$ cat src/rtl/pipe_pkg.sv
// -----------------------------------------------------------------------------
// pipe_pkg
// Shared types and constants for the pipeline hazard controller.
//   stage_entry_t  : per-stage tracking record {valid, rd, reg_write, is_load}
//   fwd_sel_w()    : width of a forwarding-source select for a given depth
//   sat_inc32()    : saturating 32-bit increment for the performance counters
// Optional feature macro: PIPE_HAZARD_FWD_EN (forwarding selects + load-use stall).
// -----------------------------------------------------------------------------
package pipe_pkg;

    // Register index field is sized for the widest supported register file;
    // narrower indices are zero-extended when they are stored.
    localparam int REG_AW_MAX = 8;

    // Default pipeline depth and the resulting forwarding-select width.
    localparam int DEPTH_DEF = 3;

    // First stage from which a load result can be forwarded; a load that is
    // still younger than this forces a one-cycle load-use stall.
    localparam int LOAD_DATA_STAGE = 2;

    typedef struct packed {
        logic                  valid;
        logic [REG_AW_MAX-1:0] rd;
        logic                  reg_write;
        logic                  is_load;
    } stage_entry_t;

    function automatic int fwd_sel_w(input int depth);
        return $clog2(depth + 1);
    endfunction

    localparam int FWD_SEL_W = fwd_sel_w(DEPTH_DEF);

    // Counters stick at all-ones instead of wrapping.
    function automatic logic [31:0] sat_inc32(input logic [31:0] v, input logic en);
        return (en && (v != 32'hFFFF_FFFF)) ? v + 32'd1 : v;
    endfunction

endpackage

$ cat src/rtl/pipe_hazard_ctrl_if.sv
// -----------------------------------------------------------------------------
// pipe_hazard_ctrl_if
// Bundle between the decode stage / pipeline (master) and the hazard
// controller (slave).
//   master drives : id_valid, id_rs1, id_rs2, id_rs1_used, id_rs2_used,
//                   id_rd, id_reg_write, id_is_load, br_taken
//   slave drives  : stall, flush, wb_en, wb_rd, stall_cnt, flush_cnt
//                   and fwd_sel1 / fwd_sel2 when PIPE_HAZARD_FWD_EN is defined
// -----------------------------------------------------------------------------
interface pipe_hazard_ctrl_if #(
    parameter int DEPTH  = 3,
    parameter int REG_AW = 5
);
    localparam int FWD_W = pipe_pkg::fwd_sel_w(DEPTH);

    logic              id_valid;
    logic [REG_AW-1:0] id_rs1;
    logic [REG_AW-1:0] id_rs2;
    logic              id_rs1_used;
    logic              id_rs2_used;
    logic [REG_AW-1:0] id_rd;
    logic              id_reg_write;
    logic              id_is_load;
    logic              br_taken;

    logic              stall;
    logic              flush;
    logic              wb_en;
    logic [REG_AW-1:0] wb_rd;
    logic [31:0]       stall_cnt;
    logic [31:0]       flush_cnt;
`ifdef PIPE_HAZARD_FWD_EN
    logic [FWD_W-1:0]  fwd_sel1;
    logic [FWD_W-1:0]  fwd_sel2;
`endif

    modport master (
`ifdef PIPE_HAZARD_FWD_EN
        input  fwd_sel1, fwd_sel2,
`endif
        output id_valid, id_rs1, id_rs2, id_rs1_used, id_rs2_used,
               id_rd, id_reg_write, id_is_load, br_taken,
        input  stall, flush, wb_en, wb_rd, stall_cnt, flush_cnt
    );

    modport slave (
`ifdef PIPE_HAZARD_FWD_EN
        output fwd_sel1, fwd_sel2,
`endif
        input  id_valid, id_rs1, id_rs2, id_rs1_used, id_rs2_used,
               id_rd, id_reg_write, id_is_load, br_taken,
        output stall, flush, wb_en, wb_rd, stall_cnt, flush_cnt
    );

endinterface

$ cat src/rtl/hazard_match.sv
// -----------------------------------------------------------------------------
// hazard_match
// Combinational comparator of one ID source register against every in-flight
// stage entry.
//   id_valid, rs_used, rs : the source being checked
//   stages                : stage entries 1..DEPTH (1 = youngest)
//   hit                   : the source matches a writing, valid stage
//   hit_stage             : youngest matching stage (0 when no hit)
//   hit_is_load           : that youngest match is a load
// -----------------------------------------------------------------------------
module hazard_match
    import pipe_pkg::*;
#(
    parameter int DEPTH  = 3,
    parameter int REG_AW = 5,
    parameter int FWD_W  = 2
) (
    input  logic                     id_valid,
    input  logic                     rs_used,
    input  logic [REG_AW-1:0]        rs,
    input  stage_entry_t [DEPTH:1]   stages,
    output logic                     hit,
    output logic [FWD_W-1:0]         hit_stage,
    output logic                     hit_is_load
);

    logic [REG_AW_MAX-1:0] rs_ext;
    logic [DEPTH:1]        match;

    assign rs_ext = REG_AW_MAX'(rs);

    // x0 is hard-wired to zero, so it never creates a dependency.
    generate
        for (genvar gi = 1; gi <= DEPTH; gi++) begin : g_cmp
            assign match[gi] = id_valid & rs_used & (rs != '0)
                             & stages[gi].valid & stages[gi].reg_write
                             & (stages[gi].rd == rs_ext);
        end
    endgenerate

    // Scan oldest to youngest so the last assignment is the youngest match,
    // which holds the most recent value of the register.
    always_comb begin
        hit         = |match;
        hit_stage   = '0;
        hit_is_load = 1'b0;
        for (int k = DEPTH; k >= 1; k--) begin
            if (match[k]) begin
                hit_stage   = FWD_W'(k);
                hit_is_load = stages[k].is_load;
            end
        end
    end

endmodule

$ cat src/rtl/pipe_hazard_ctrl.sv
// -----------------------------------------------------------------------------
// pipe_hazard_ctrl
// Data/control hazard controller for an in-order pipeline. Tracks the
// destination of every instruction in post-decode stages 1..DEPTH, stalls the
// ID instruction on a read-after-write dependency, flushes younger work on a
// taken branch resolved at BR_STAGE, and qualifies the writeback.
//   clk, rst_n : clock, synchronous active-low reset
//   bus        : pipe_hazard_ctrl_if.slave (ID fields, br_taken in;
//                stall, flush, wb_en/wb_rd, counters out)
// Parameters: DEPTH (2..8), REG_AW (<= 8), BR_STAGE (1..DEPTH-1).
// Optional macro PIPE_HAZARD_FWD_EN: adds fwd_sel1/fwd_sel2 and restricts
// stalling to load-use cases the forwarding network cannot cover.
// -----------------------------------------------------------------------------
module pipe_hazard_ctrl
    import pipe_pkg::*;
#(
    parameter int DEPTH    = 3,
    parameter int REG_AW   = 5,
    parameter int BR_STAGE = 1
) (
    input  logic              clk,
    input  logic              rst_n,
    pipe_hazard_ctrl_if.slave bus
);

    localparam int FWD_W = fwd_sel_w(DEPTH);

    stage_entry_t [DEPTH:1] stg_reg;
    stage_entry_t [DEPTH:1] stg_next;
    stage_entry_t           id_entry;

    logic [31:0]      stall_cnt_reg;
    logic [31:0]      flush_cnt_reg;

    logic             flush_raw;
    logic             stall_raw;
    logic             flush_out;
    logic             stall_out;

    logic             m1_hit, m2_hit;
    logic [FWD_W-1:0] m1_stage, m2_stage;
    logic             m1_load, m2_load;

    // ------------------------------------------------------------------
    // Source comparators
    // ------------------------------------------------------------------
    hazard_match #(.DEPTH(DEPTH), .REG_AW(REG_AW), .FWD_W(FWD_W)) u_match_rs1 (
        .id_valid    (bus.id_valid),
        .rs_used     (bus.id_rs1_used),
        .rs          (bus.id_rs1),
        .stages      (stg_reg),
        .hit         (m1_hit),
        .hit_stage   (m1_stage),
        .hit_is_load (m1_load)
    );

    hazard_match #(.DEPTH(DEPTH), .REG_AW(REG_AW), .FWD_W(FWD_W)) u_match_rs2 (
        .id_valid    (bus.id_valid),
        .rs_used     (bus.id_rs2_used),
        .rs          (bus.id_rs2),
        .stages      (stg_reg),
        .hit         (m2_hit),
        .hit_stage   (m2_stage),
        .hit_is_load (m2_load)
    );

    // ------------------------------------------------------------------
    // Stall / flush decisions
    // ------------------------------------------------------------------
    assign flush_raw = bus.br_taken & stg_reg[BR_STAGE].valid;

`ifdef PIPE_HAZARD_FWD_EN
    // Everything is forwardable except a load that has not yet reached the
    // stage where its data becomes available.
    assign stall_raw = (m1_hit & m1_load & (m1_stage < FWD_W'(LOAD_DATA_STAGE)))
                     | (m2_hit & m2_load & (m2_stage < FWD_W'(LOAD_DATA_STAGE)));
    assign bus.fwd_sel1 = rst_n ? m1_stage : '0;
    assign bus.fwd_sel2 = rst_n ? m2_stage : '0;
`else
    assign stall_raw = m1_hit | m2_hit;

    // Youngest-match details only matter when forwarding is built in.
    logic unused_fwd_info;
    assign unused_fwd_info = ^{m1_stage, m1_load, m2_stage, m2_load};
`endif

    // Flush wins over stall: the stalled ID instruction is being killed anyway.
    // Both outputs are held low while reset is asserted.
    assign flush_out = rst_n & flush_raw;
    assign stall_out = rst_n & ~flush_raw & stall_raw;

    assign bus.flush = flush_out;
    assign bus.stall = stall_out;

    // ------------------------------------------------------------------
    // Stage advance
    // ------------------------------------------------------------------
    always_comb begin
        id_entry.valid     = bus.id_valid & ~stall_raw & ~flush_raw;
        id_entry.rd        = REG_AW_MAX'(bus.id_rd);
        id_entry.reg_write = bus.id_reg_write;
        id_entry.is_load   = bus.id_is_load;
    end

    // Instructions younger than the branch (stages 1..BR_STAGE-1) are
    // invalidated as they shift forward; the branch itself and older work
    // continue untouched.
    always_comb begin
        stg_next    = stg_reg;
        stg_next[1] = id_entry;
        for (int k = 2; k <= DEPTH; k++) begin
            stg_next[k] = stg_reg[k-1];
            if (flush_raw && ((k - 1) < BR_STAGE)) begin
                stg_next[k].valid = 1'b0;
            end
        end
    end

    always_ff @(posedge clk) begin
        if (!rst_n) begin
            stg_reg       <= '0;
            stall_cnt_reg <= '0;
            flush_cnt_reg <= '0;
        end else begin
            stg_reg       <= stg_next;
            stall_cnt_reg <= sat_inc32(stall_cnt_reg, stall_out);
            flush_cnt_reg <= sat_inc32(flush_cnt_reg, flush_out);
        end
    end

    // ------------------------------------------------------------------
    // Writeback qualification and counters
    // ------------------------------------------------------------------
    assign bus.wb_en = rst_n & stg_reg[DEPTH].valid & stg_reg[DEPTH].reg_write
                     & (stg_reg[DEPTH].rd != '0);
    assign bus.wb_rd = stg_reg[DEPTH].rd[REG_AW-1:0];

    assign bus.stall_cnt = stall_cnt_reg;
    assign bus.flush_cnt = flush_cnt_reg;

endmodule

$ cat src/flat_wrapper.sv
// flat-port wrapper written by rule: the top's interface ports become plain ports
module pipe_hazard_ctrl_flat import pipe_pkg::*;
#(
    parameter int DEPTH    = 3,
    parameter int REG_AW   = 5,
    parameter int BR_STAGE = 1
)
  (clk, rst_n, bus_id_valid, bus_id_rs1, bus_id_rs2, bus_id_rs1_used, bus_id_rs2_used, bus_id_rd, bus_id_reg_write, bus_id_is_load, bus_br_taken, bus_stall, bus_flush, bus_wb_en, bus_wb_rd, bus_stall_cnt, bus_flush_cnt);
  pipe_hazard_ctrl_if #(.DEPTH(DEPTH), .REG_AW(REG_AW)) bus_i ();
  input  logic clk;
  input  logic rst_n;
  input wire logic [$bits(bus_i.id_valid)-1:0] bus_id_valid;
  input wire logic [$bits(bus_i.id_rs1)-1:0] bus_id_rs1;
  input wire logic [$bits(bus_i.id_rs2)-1:0] bus_id_rs2;
  input wire logic [$bits(bus_i.id_rs1_used)-1:0] bus_id_rs1_used;
  input wire logic [$bits(bus_i.id_rs2_used)-1:0] bus_id_rs2_used;
  input wire logic [$bits(bus_i.id_rd)-1:0] bus_id_rd;
  input wire logic [$bits(bus_i.id_reg_write)-1:0] bus_id_reg_write;
  input wire logic [$bits(bus_i.id_is_load)-1:0] bus_id_is_load;
  input wire logic [$bits(bus_i.br_taken)-1:0] bus_br_taken;
  output wire logic [$bits(bus_i.stall)-1:0] bus_stall;
  output wire logic [$bits(bus_i.flush)-1:0] bus_flush;
  output wire logic [$bits(bus_i.wb_en)-1:0] bus_wb_en;
  output wire logic [$bits(bus_i.wb_rd)-1:0] bus_wb_rd;
  output wire logic [$bits(bus_i.stall_cnt)-1:0] bus_stall_cnt;
  output wire logic [$bits(bus_i.flush_cnt)-1:0] bus_flush_cnt;
  assign bus_i.id_valid = bus_id_valid;
  assign bus_i.id_rs1 = bus_id_rs1;
  assign bus_i.id_rs2 = bus_id_rs2;
  assign bus_i.id_rs1_used = bus_id_rs1_used;
  assign bus_i.id_rs2_used = bus_id_rs2_used;
  assign bus_i.id_rd = bus_id_rd;
  assign bus_i.id_reg_write = bus_id_reg_write;
  assign bus_i.id_is_load = bus_id_is_load;
  assign bus_i.br_taken = bus_br_taken;
  assign bus_stall = bus_i.stall;
  assign bus_flush = bus_i.flush;
  assign bus_wb_en = bus_i.wb_en;
  assign bus_wb_rd = bus_i.wb_rd;
  assign bus_stall_cnt = bus_i.stall_cnt;
  assign bus_flush_cnt = bus_i.flush_cnt;
  pipe_hazard_ctrl #(.DEPTH(DEPTH), .REG_AW(REG_AW), .BR_STAGE(BR_STAGE)) u_core (.clk(clk), .rst_n(rst_n), .bus(bus_i));
endmodule
$ cat config.mk
export PLATFORM = sky130hd
export DESIGN_NAME = pipe_hazard_ctrl_flat
export DESIGN_NICKNAME = d
export VERILOG_FILES = /design/src/rtl/pipe_pkg.sv /design/src/rtl/pipe_hazard_ctrl_if.sv /design/src/rtl/hazard_match.sv /design/src/rtl/pipe_hazard_ctrl.sv /design/src/flat_wrapper.sv
export SDC_FILE = /design/constraint.sdc
export NUM_CORES = 1
export LEC_CHECK = 0
export CAP_MARGIN = 20
export CORE_AREA = 10 10 106 108
export DETAILED_ROUTE_END_ITERATION = 7
export DIE_AREA = 0 0 116 118
export PLACE_DENSITY = 0.77
export SYNTH_ARGS = -nofsm -noshare
export SYNTH_HDL_FRONTEND = slang
export SYNTH_HIERARCHICAL = 1
export SYNTH_SLANG_ARGS = --single-unit
$ cat constraint.sdc
create_clock -name clk -period 3.44 [get_ports clk]
set_clock_uncertainty 0.1 [all_clocks]
set_input_delay 0.688 -clock clk [delete_from_list [all_inputs] [get_ports clk]]
set_output_delay 0.688 -clock clk [all_outputs]
set_load 0.1 [all_outputs]
==> metrics.txt <==
status completed; FF-to-FF End u_core/bus.stall_cnt[25]$_SDFFE_PN0P_; fin crit share approximately 97%; IO buf count 93; Max-Cap Viols 0; syn_area_per_cell 8.68 µm²; Worst Hold Depth 1; CP Capture Type output pin; Tot GR Track Use about 16%; CTS Buf Count 9; vias per cell 5.43; Post-CTS Hold Buffers 0; max-slew violation count 0; Crit Path Max Fanout 6; Place WS -0.255 ns; area of the multi-input gates roughly 2500 µm²; Hold Path Class reg -> reg; DRT Pass-1 Iters 4; fraction of layout instances using a drive strength above 1 between 20% and 30%; H-tree lvl count 3; CP required between 2 and 3 ns; GP Congestion between 0.9 and 1; clock sinks 85; Core ar. between 9000 and 10000 µm²; Slew headroom a little under half; area delta synth->final 30.5%; Net count, final about 640; global-route wire length before repair 18.8 mm; Mapped Cells between 400 and 500; Setup CP Type in -> out; DRC 0; Post-CTS Setup Bufs 0; Die H ~120 µm; hold_sp u_core/stg_next[12]$_SDFF_PN0_; initial DRC count 166; Cells after DPL 714; Final Hold Vio Count 0; vias between 3000 and 4000; Routed WL per cell approximately 15 µm; DP HPWL roughly 8.4 mm; largest net degree at the start of global routing 57; CP Data Arrival Time 2.55 ns; RSZ-0062 raised after global routing yes; Final ANT Viol Nets 0; Least-Margin Pin Slew just under 0.8 ns; worst vdd ir roughly 210 µV; root buffer cell clkbuf_8; WHS Endpoint u_core/stg_next[23]$_SDFF_PN0_; Starting Density a little under half; antenna violations before repair 1; CTS tree done; Core Rows 35; fill cell count between 800 and 900; Non-Filler Instances 731; vias in the first global route ~3900; grt ovf 0; final setup fails 0; warnings from Yosys 6; die footprint 13700 µm²; final wirelength roughly 11 mm; setup ws final 0.101 ns; clk_lat worst skew around 0.34 ns; worst r2r src u_core/bus.wb_rd[1]$_SDFF_PN0_; Peak Freq about 300 MHz; Worst R2R Setup Slack around 0.64 ns; final core occ 61.3%; Power Density around 360 nW/µm²; fin crit period roughly 3.3 ns; Post-Syn Area approximately 4300 µm²; Ports 95; Worst setup SP type input port; Longest Clk Path Bufs 2; Seq. cell area between 1500 and 2000 µm²; reg2reg path depth 10; die width approximately 120 µm; sum of negative setup slack 0 ns; Leak ~2.2 nW; clock transition at the registers of the reported paths around 0.08 ns
[area by class of cell]
class                   count  share of cell area (%)
diodes                      1                  0.0448
clock buffers              11                    2.53
clock inverters             5                    1.93
inverters                   8                   0.538
multi-input cells         394                    44.8
flip-flops and latches     85                    30.5
well taps                 111                    2.49
repair buffers            116                    17.2
[worst max-delay path by stage]
| stage | cells past startpoint | to | startpoint |
|---|---|---|---|
| after CTS | 8 | bus_stall | bus_id_rs2[4] |
| after global placement | 11 | u_core/bus.stall_cnt[25]$_SDFFE_PN0P_ | bus_id_rs2[4] |
| after detailed placement | 11 | u_core/bus.stall_cnt[25]$_SDFFE_PN0P_ | bus_id_rs2[4] |
| after floorplan | 4 | bus_wb_en | rst_n |
| after global routing | 11 | u_core/bus.stall_cnt[14]$_SDFFE_PN0P_ | bus_id_rs2[1] |
| final | 8 | bus_stall | bus_id_rs2[3] |
[metrics by stage]
step                power (mW)  instance area [µm²]  hold WS (ns)
floorplan                 1.11                 4350         0.341
global placement          1.16                 5310         0.370
detailed placement        1.16                 5310         0.380
CTS                       2.02                 5570         0.396
global route              2.08                 5580         0.414
finish                    2.00                 5590         0.391
[cell usage in the layout, fill, tap and decap left out, drive strengths merged, types with 7 or more instances in the layout]
master	instances
o31ai	9
buf	96
xnor2	25
a21oi	24
nor2	28
xor2	19
nor4	12
or3	17
and4	7
nand2	45
conb	18
mux2i	17
nor3	10
dfxtp	85
and2	26
clkbuf	11
nand3	25
nand4	25
clkdlybuf4s50	17
o21ai	18
inv	7
or4	13
[metal layers]
metal | vias up | track usage [%] | part of all wire [%]
met5 | - | 0 | 0
met4 | 0 | 3.29 | 0.66
met3 | 5 | 5.61 | 7.3
met2 | 89 | 24.8 | 46
met1 | 1841 | 21.2 | 46
li1 | 2037 | - | -
[worst max-delay path: stages]
cell             delay [ns]
clkdlybuf4s50_1        0.46
or4_1                  0.54
o21a_1                 0.20
o21ai_0                0.08
nand2_1                0.12
nor2_4                 0.20
nor2_4                 0.08
buf_12                 0.17
[where the power goes]
part / internal, mW / switching [mW]
sequential: 0.994 / 0.0113
combinational: 0.0603 / 0.0748
clock: 0.505 / 0.356
[repair_timing]
item	in CTS	in global routing
setup endpoints to repair	1	4
pin swaps	0	1
endpoints found under the hold margin	0	0
gates resized for setup	2	4
(Power assumes the default switching activity.)
==> patch 1: new RTL, same settings <==
`REG_AW` is set to 5 in 4 places; all go to 7.
--- a/src/rtl/pipe_hazard_ctrl_if.sv
+++ b/src/rtl/pipe_hazard_ctrl_if.sv
@@ -10,5 +10,5 @@
 interface pipe_hazard_ctrl_if #(
     parameter int DEPTH  = 3,
-    parameter int REG_AW = 5
+    parameter int REG_AW = 7
 );
     localparam int FWD_W = pipe_pkg::fwd_sel_w(DEPTH);
--- a/src/rtl/hazard_match.sv
+++ b/src/rtl/hazard_match.sv
@@ -13,5 +13,5 @@
 #(
     parameter int DEPTH  = 3,
-    parameter int REG_AW = 5,
+    parameter int REG_AW = 7,
     parameter int FWD_W  = 2
 ) (
--- a/src/rtl/pipe_hazard_ctrl.sv
+++ b/src/rtl/pipe_hazard_ctrl.sv
@@ -16,5 +16,5 @@
 #(
     parameter int DEPTH    = 3,
-    parameter int REG_AW   = 5,
+    parameter int REG_AW   = 7,
     parameter int BR_STAGE = 1
 ) (
--- a/src/flat_wrapper.sv
+++ b/src/flat_wrapper.sv
@@ -3,5 +3,5 @@
 #(
     parameter int DEPTH    = 3,
-    parameter int REG_AW   = 5,
+    parameter int REG_AW   = 7,
     parameter int BR_STAGE = 1
 )
Interface: changed (resized bus_id_rd, bus_id_rs1, bus_id_rs2 and bus_wb_rd); port bits go from 95 to 103. No check against the original RTL was run, so the function may have changed too.
==> patch 1 against the original RTL <==
Sequential cell count grew 6. Largest cell class unchanged. Critical path type unchanged. Setup slack lost 0.0026 ns. Synthesized area increased by 11%. Power decreased by 1.6%. Sequential power rose by 7%. Count of clock-buffer cells in the layout unchanged. Design area rose by 8.5%. Routed wire length is 16% higher.
==> patch 1: results (changes against the original RTL) <==
- Layout cells sized above 1: 0.2104 (+0.008427)
- Antenna violations before repair: 0 (-1)
- CP Launch Point: bus_id_rs1[1]
- Setup WS pre-CTS: -0.1246 ns (+0.1306 ns)
- Peak supply drop: 0.0001789 V (-15%)
- Worst flop-to-flop path startpoint: u_core/bus.wb_rd[3]$_SDFF_PN0_
- P_int: 1494 uW (-4.2%)
- Fin cells: 767 (+4.9%)
- Vias in the first global route: 4268 (+11%)
- Post-cts resize count: 0 (-2)
- I/O Buffers: 101 (+8.6%)
- Fillers: 780 (-6.5%)
- Total GRT Usage: 0.1881 (+0.02676)
- Synthesized instance count: 538 (+9.1%)
- Diode count: 0 (-1)
- Placed Instances: 751 (+5.2%)
- First-pass GRT wire length: 21500 um (+15%)
- Gpl congestion: 0.8814 (-2.3%)
- Detailed Place HPWL: 9763 um (+17%)
- Drt first pass iters: 5 (+1)
- Worst-Margin Slew: 0.6608 ns (-0.1245 ns)
- Final net count: 682 (+6.7%)
- Status: finished, final reports clean
- DR vias: 4456 (+12%)
- Crit-path max FO: 4 (-2)
- Drt initial violations: 270 (+63%)
- Avg WL per Cell: 16.98 um (+10%)
- Largest net degree at the start of global routing: 56 (-1.8%)
- P_leak: 0.002352 uW (+9.3%)
-- patch 1: critical path, stage by stage --
cell             delay, ns
clkdlybuf4s50_1       0.45
buf_4                 0.18
xor2_2                0.19
nor4_4                0.18
nand2_1               0.14
a31oi_4               0.22
buf_4                 0.14
o21ai_2               0.08
inv_2                 0.11
buf_12                0.17
-- patch 1: power groups by stage --
| stage | clock network, uW | registers (uW) | logic (uW) |
|---|---|---|---|
| after floorplan | 0 | 1110 | 96.9 |
| after global placement | 0 | 1110 | 163 |
| after detailed placement | 0 | 1110 | 166 |
| after CTS | 737 | 1080 | 167 |
| after global routing | 783 | 1080 | 178 |
| final | 722 | 1080 | 166 |
-- patch 1: stage by stage --
stage | setup TNS, ns | area, um^2
floorplan | 0 | 4785
global placement | -0.6482 | 5819
detailed placement | -0.8904 | 5819
CTS | 0 | 6013
global route | -0.01568 | 6062
finish | 0 | 6062
-- patch 1: metal layers --
metal | track usage | vias up | wire [um]
met4 | 0.05086 | 0 | 141
li1 | - | 2200 | -
met5 | 0 | - | 0
met1 | 0.2379 | 2115 | 5804
met3 | 0.03925 | 12 | 773
met2 | 0.3125 | 129 | 6308
-- patch 1: worst paths after layout --
path	end	slack [ns]	depth (start not counted)
max	bus_stall	0.1	10
min	u_core/stg_next[23]$_SDFF_PN0_	0.39	1
max reg2reg	u_core/bus.stall_cnt[29]$_SDFFE_PN0P_	0.74	10
min reg2reg	u_core/stg_next[23]$_SDFF_PN0_	0.39	1
-- patch 1: area by class of cell --
cell class	instances	area share
Clock buffer	11	0.02332
Clock inverter	5	0.008669
Inverter	8	0.004954
Multi-Input combinational cell	415	0.4638
Sequential cell	91	0.3005
Tap cell	111	0.02291
Timing Repair Buffer	126	0.1759
==> patch 2: new RTL, same settings <==
Without the edit above. Reset style: asynchronous (`rst_n`), changed in one clocked block. Comments in the files are not updated.
--- a/src/rtl/pipe_hazard_ctrl.sv
+++ b/src/rtl/pipe_hazard_ctrl.sv
@@ -117,5 +117,5 @@
     end
 
-    always_ff @(posedge clk) begin
+    always_ff @(posedge clk or negedge rst_n) begin
         if (!rst_n) begin
             stg_reg       <= '0;
Check against the original RTL: differs if rst_n is asserted again (counterexample within 4 cycles, from zero or initial values and one cycle with rst_n low); with rst_n held inactive, the same outputs for 10 cycles.
==> patch 2 against the original RTL <==
Critical path type is now input port to flip-flop. Highest routed layer unchanged. Synthesized area barely moved. Count of clock-buffer cells in the layout did not move. Design area rose by 1.6%. Routed wire length fell by 7.8%. Largest cell class unchanged. Setup slack improved by 0.028 ns. Sequential cell count did not move.
Power is not compared: it rests on default switching activity, and its combinational part moved more than twofold at a synthesized area within 25%.
==> patch 2: results (changes against the original RTL) <==
- Metal2 WL: 5319 um (+2.2%)
- GR Layer Usage met2: 0.2569 (+0.008846)
- Setup WS pre-CTS: -0.1472 ns (+0.1080 ns)
- P_leak: about 0.0027 uW
- Worst flop-to-flop path startpoint: u_core/stg_next[28]$_DFF_PN0_
- CP Launch Point: bus_id_rs1[4]
- Met3 Use GR: 0.03925 (-0.01682)
- H-Tree Depth: 3 (unchanged)
- CP arrival: 3.47 ns (+0.92 ns)
- Detailed Route WL: 10390 um (-7.8%)
- Status: finished, final reports clean
- Synth Area per Inst: 11.15 um^2 (+28%)
- Clk root buf: clkbuf_8
- First-pass GRT wire length: 17250 um (-8.1%)
- Peak supply drop: 0.0003878 V
- Drt first pass iters: 6 (+2)
- I/O Buffers: 93 (unchanged)
- Vias in the first global route: 3459 (-10%)
- Met3 routed WL: 543 um (-34%)
- Diode count: 0 (-1)
- Placed Instances: 618 (-13%)
- Crit-path max FO: 3 (-3)
- Seq_cells: 85 (unchanged)
- Drt initial violations: 177 (+6.6%)
- Worst-Margin Slew: 0.7140 ns (-0.07134 ns)
- Fillers: 741 (-11%)
- Highest routed layer: met4
- Clk slew on worst S/H paths: 0.08 ns (about the same)
- DR vias: 3402 (-14%)
- Cts bufs inserted: 9 (unchanged)
- Detailed Place HPWL: 7855 um (-6.1%)
- CP top delay family: buffers and inverters
- Reg2reg setup slack: 0.72 ns (+0.08 ns)
- Gpl congestion: 0.8200 (-9.1%)
- Total GRT Usage: 0.1535 (-0.007912)
- Final net count: 553 (-13%)
- Largest net degree at the start of global routing: 36 (-37%)
- Biggest cell delay along the critical path: 0.51 ns (-0.03 ns)
- Worst-Skew Late Latency: 0.34 ns (about the same)
- Met1 WL: 4449 um (-14%)
- YS warnings: 6 (unchanged)
- CTS Buffer Depth: 2 (unchanged)
- Sequential cell area: 2127 um^2 (+25%)
- R2R cell count: 11 (+1)
- Nonclk buf count: 125 (+7.8%)
- Slowest CP cell: or4_1
- Layout non-clock buf frac: 0.1834 (+0.01093)
- Comb_multi_in: 302 (-23%)
- Layout cells sized above 1: 0.2632 (+0.06122)
- Setup crit end: u_core/stg_next[21]$_DFF_PN0_
- Fraction of area in multi-input gates: 0.3806 (-0.06706)
- Global-route track usage on met1: 0.1878 (-0.02407)
- Antenna violations before repair: 0 (-1)
- ClkCell Share: 0.03350 (-0.01107)
- Inverters: 5 (-3)
- Worst hold path class: input port to asynchronous set/reset pin
- Worst R2R End: u_core/bus.stall_cnt[24]$_DFFE_PN0P_
- Avg WL per Cell: 16.16 um (+4.8%)
==> patch 2: report_power, final <==
| group | total, uW | switching [uW] | leakage, uW | internal (uW) |
|---|---|---|---|---|
| Clock | 689 | 338 | 0.0000992 | 351 |
| Sequential | 1080 | 48.1 | 0.00113 | 1040 |
| Combinational | 417 | 303 | 0.00142 | 114 |
| Total | 2190 | 689 | 0.00265 | 1500 |
==> patch 2: metrics by stage <==
| step | cell area [um^2] | setup TNS [ns] | hold WS [ns] |
|---|---|---|---|
| after floorplan | 4347 | 0 | 0.2590 |
| after CTS | 5649 | 0 | 0.08973 |
| after global placement | 5380 | -0.7026 | 0.2700 |
| after detailed placement | 5380 | -1.026 | 0.2735 |
| final | 5677 | 0 | 0.1064 |
| after global routing | 5677 | 0 | 0.09217 |
==> patch 2: what timing repair did <==
| action | in CTS | in global routing |
|---|---|---|
| buffers inserted | 10 | 0 |
| pin swaps | 2 | 4 |
| endpoints found under the setup margin | 1 | 2 |
| resized for setup | 4 | 9 |
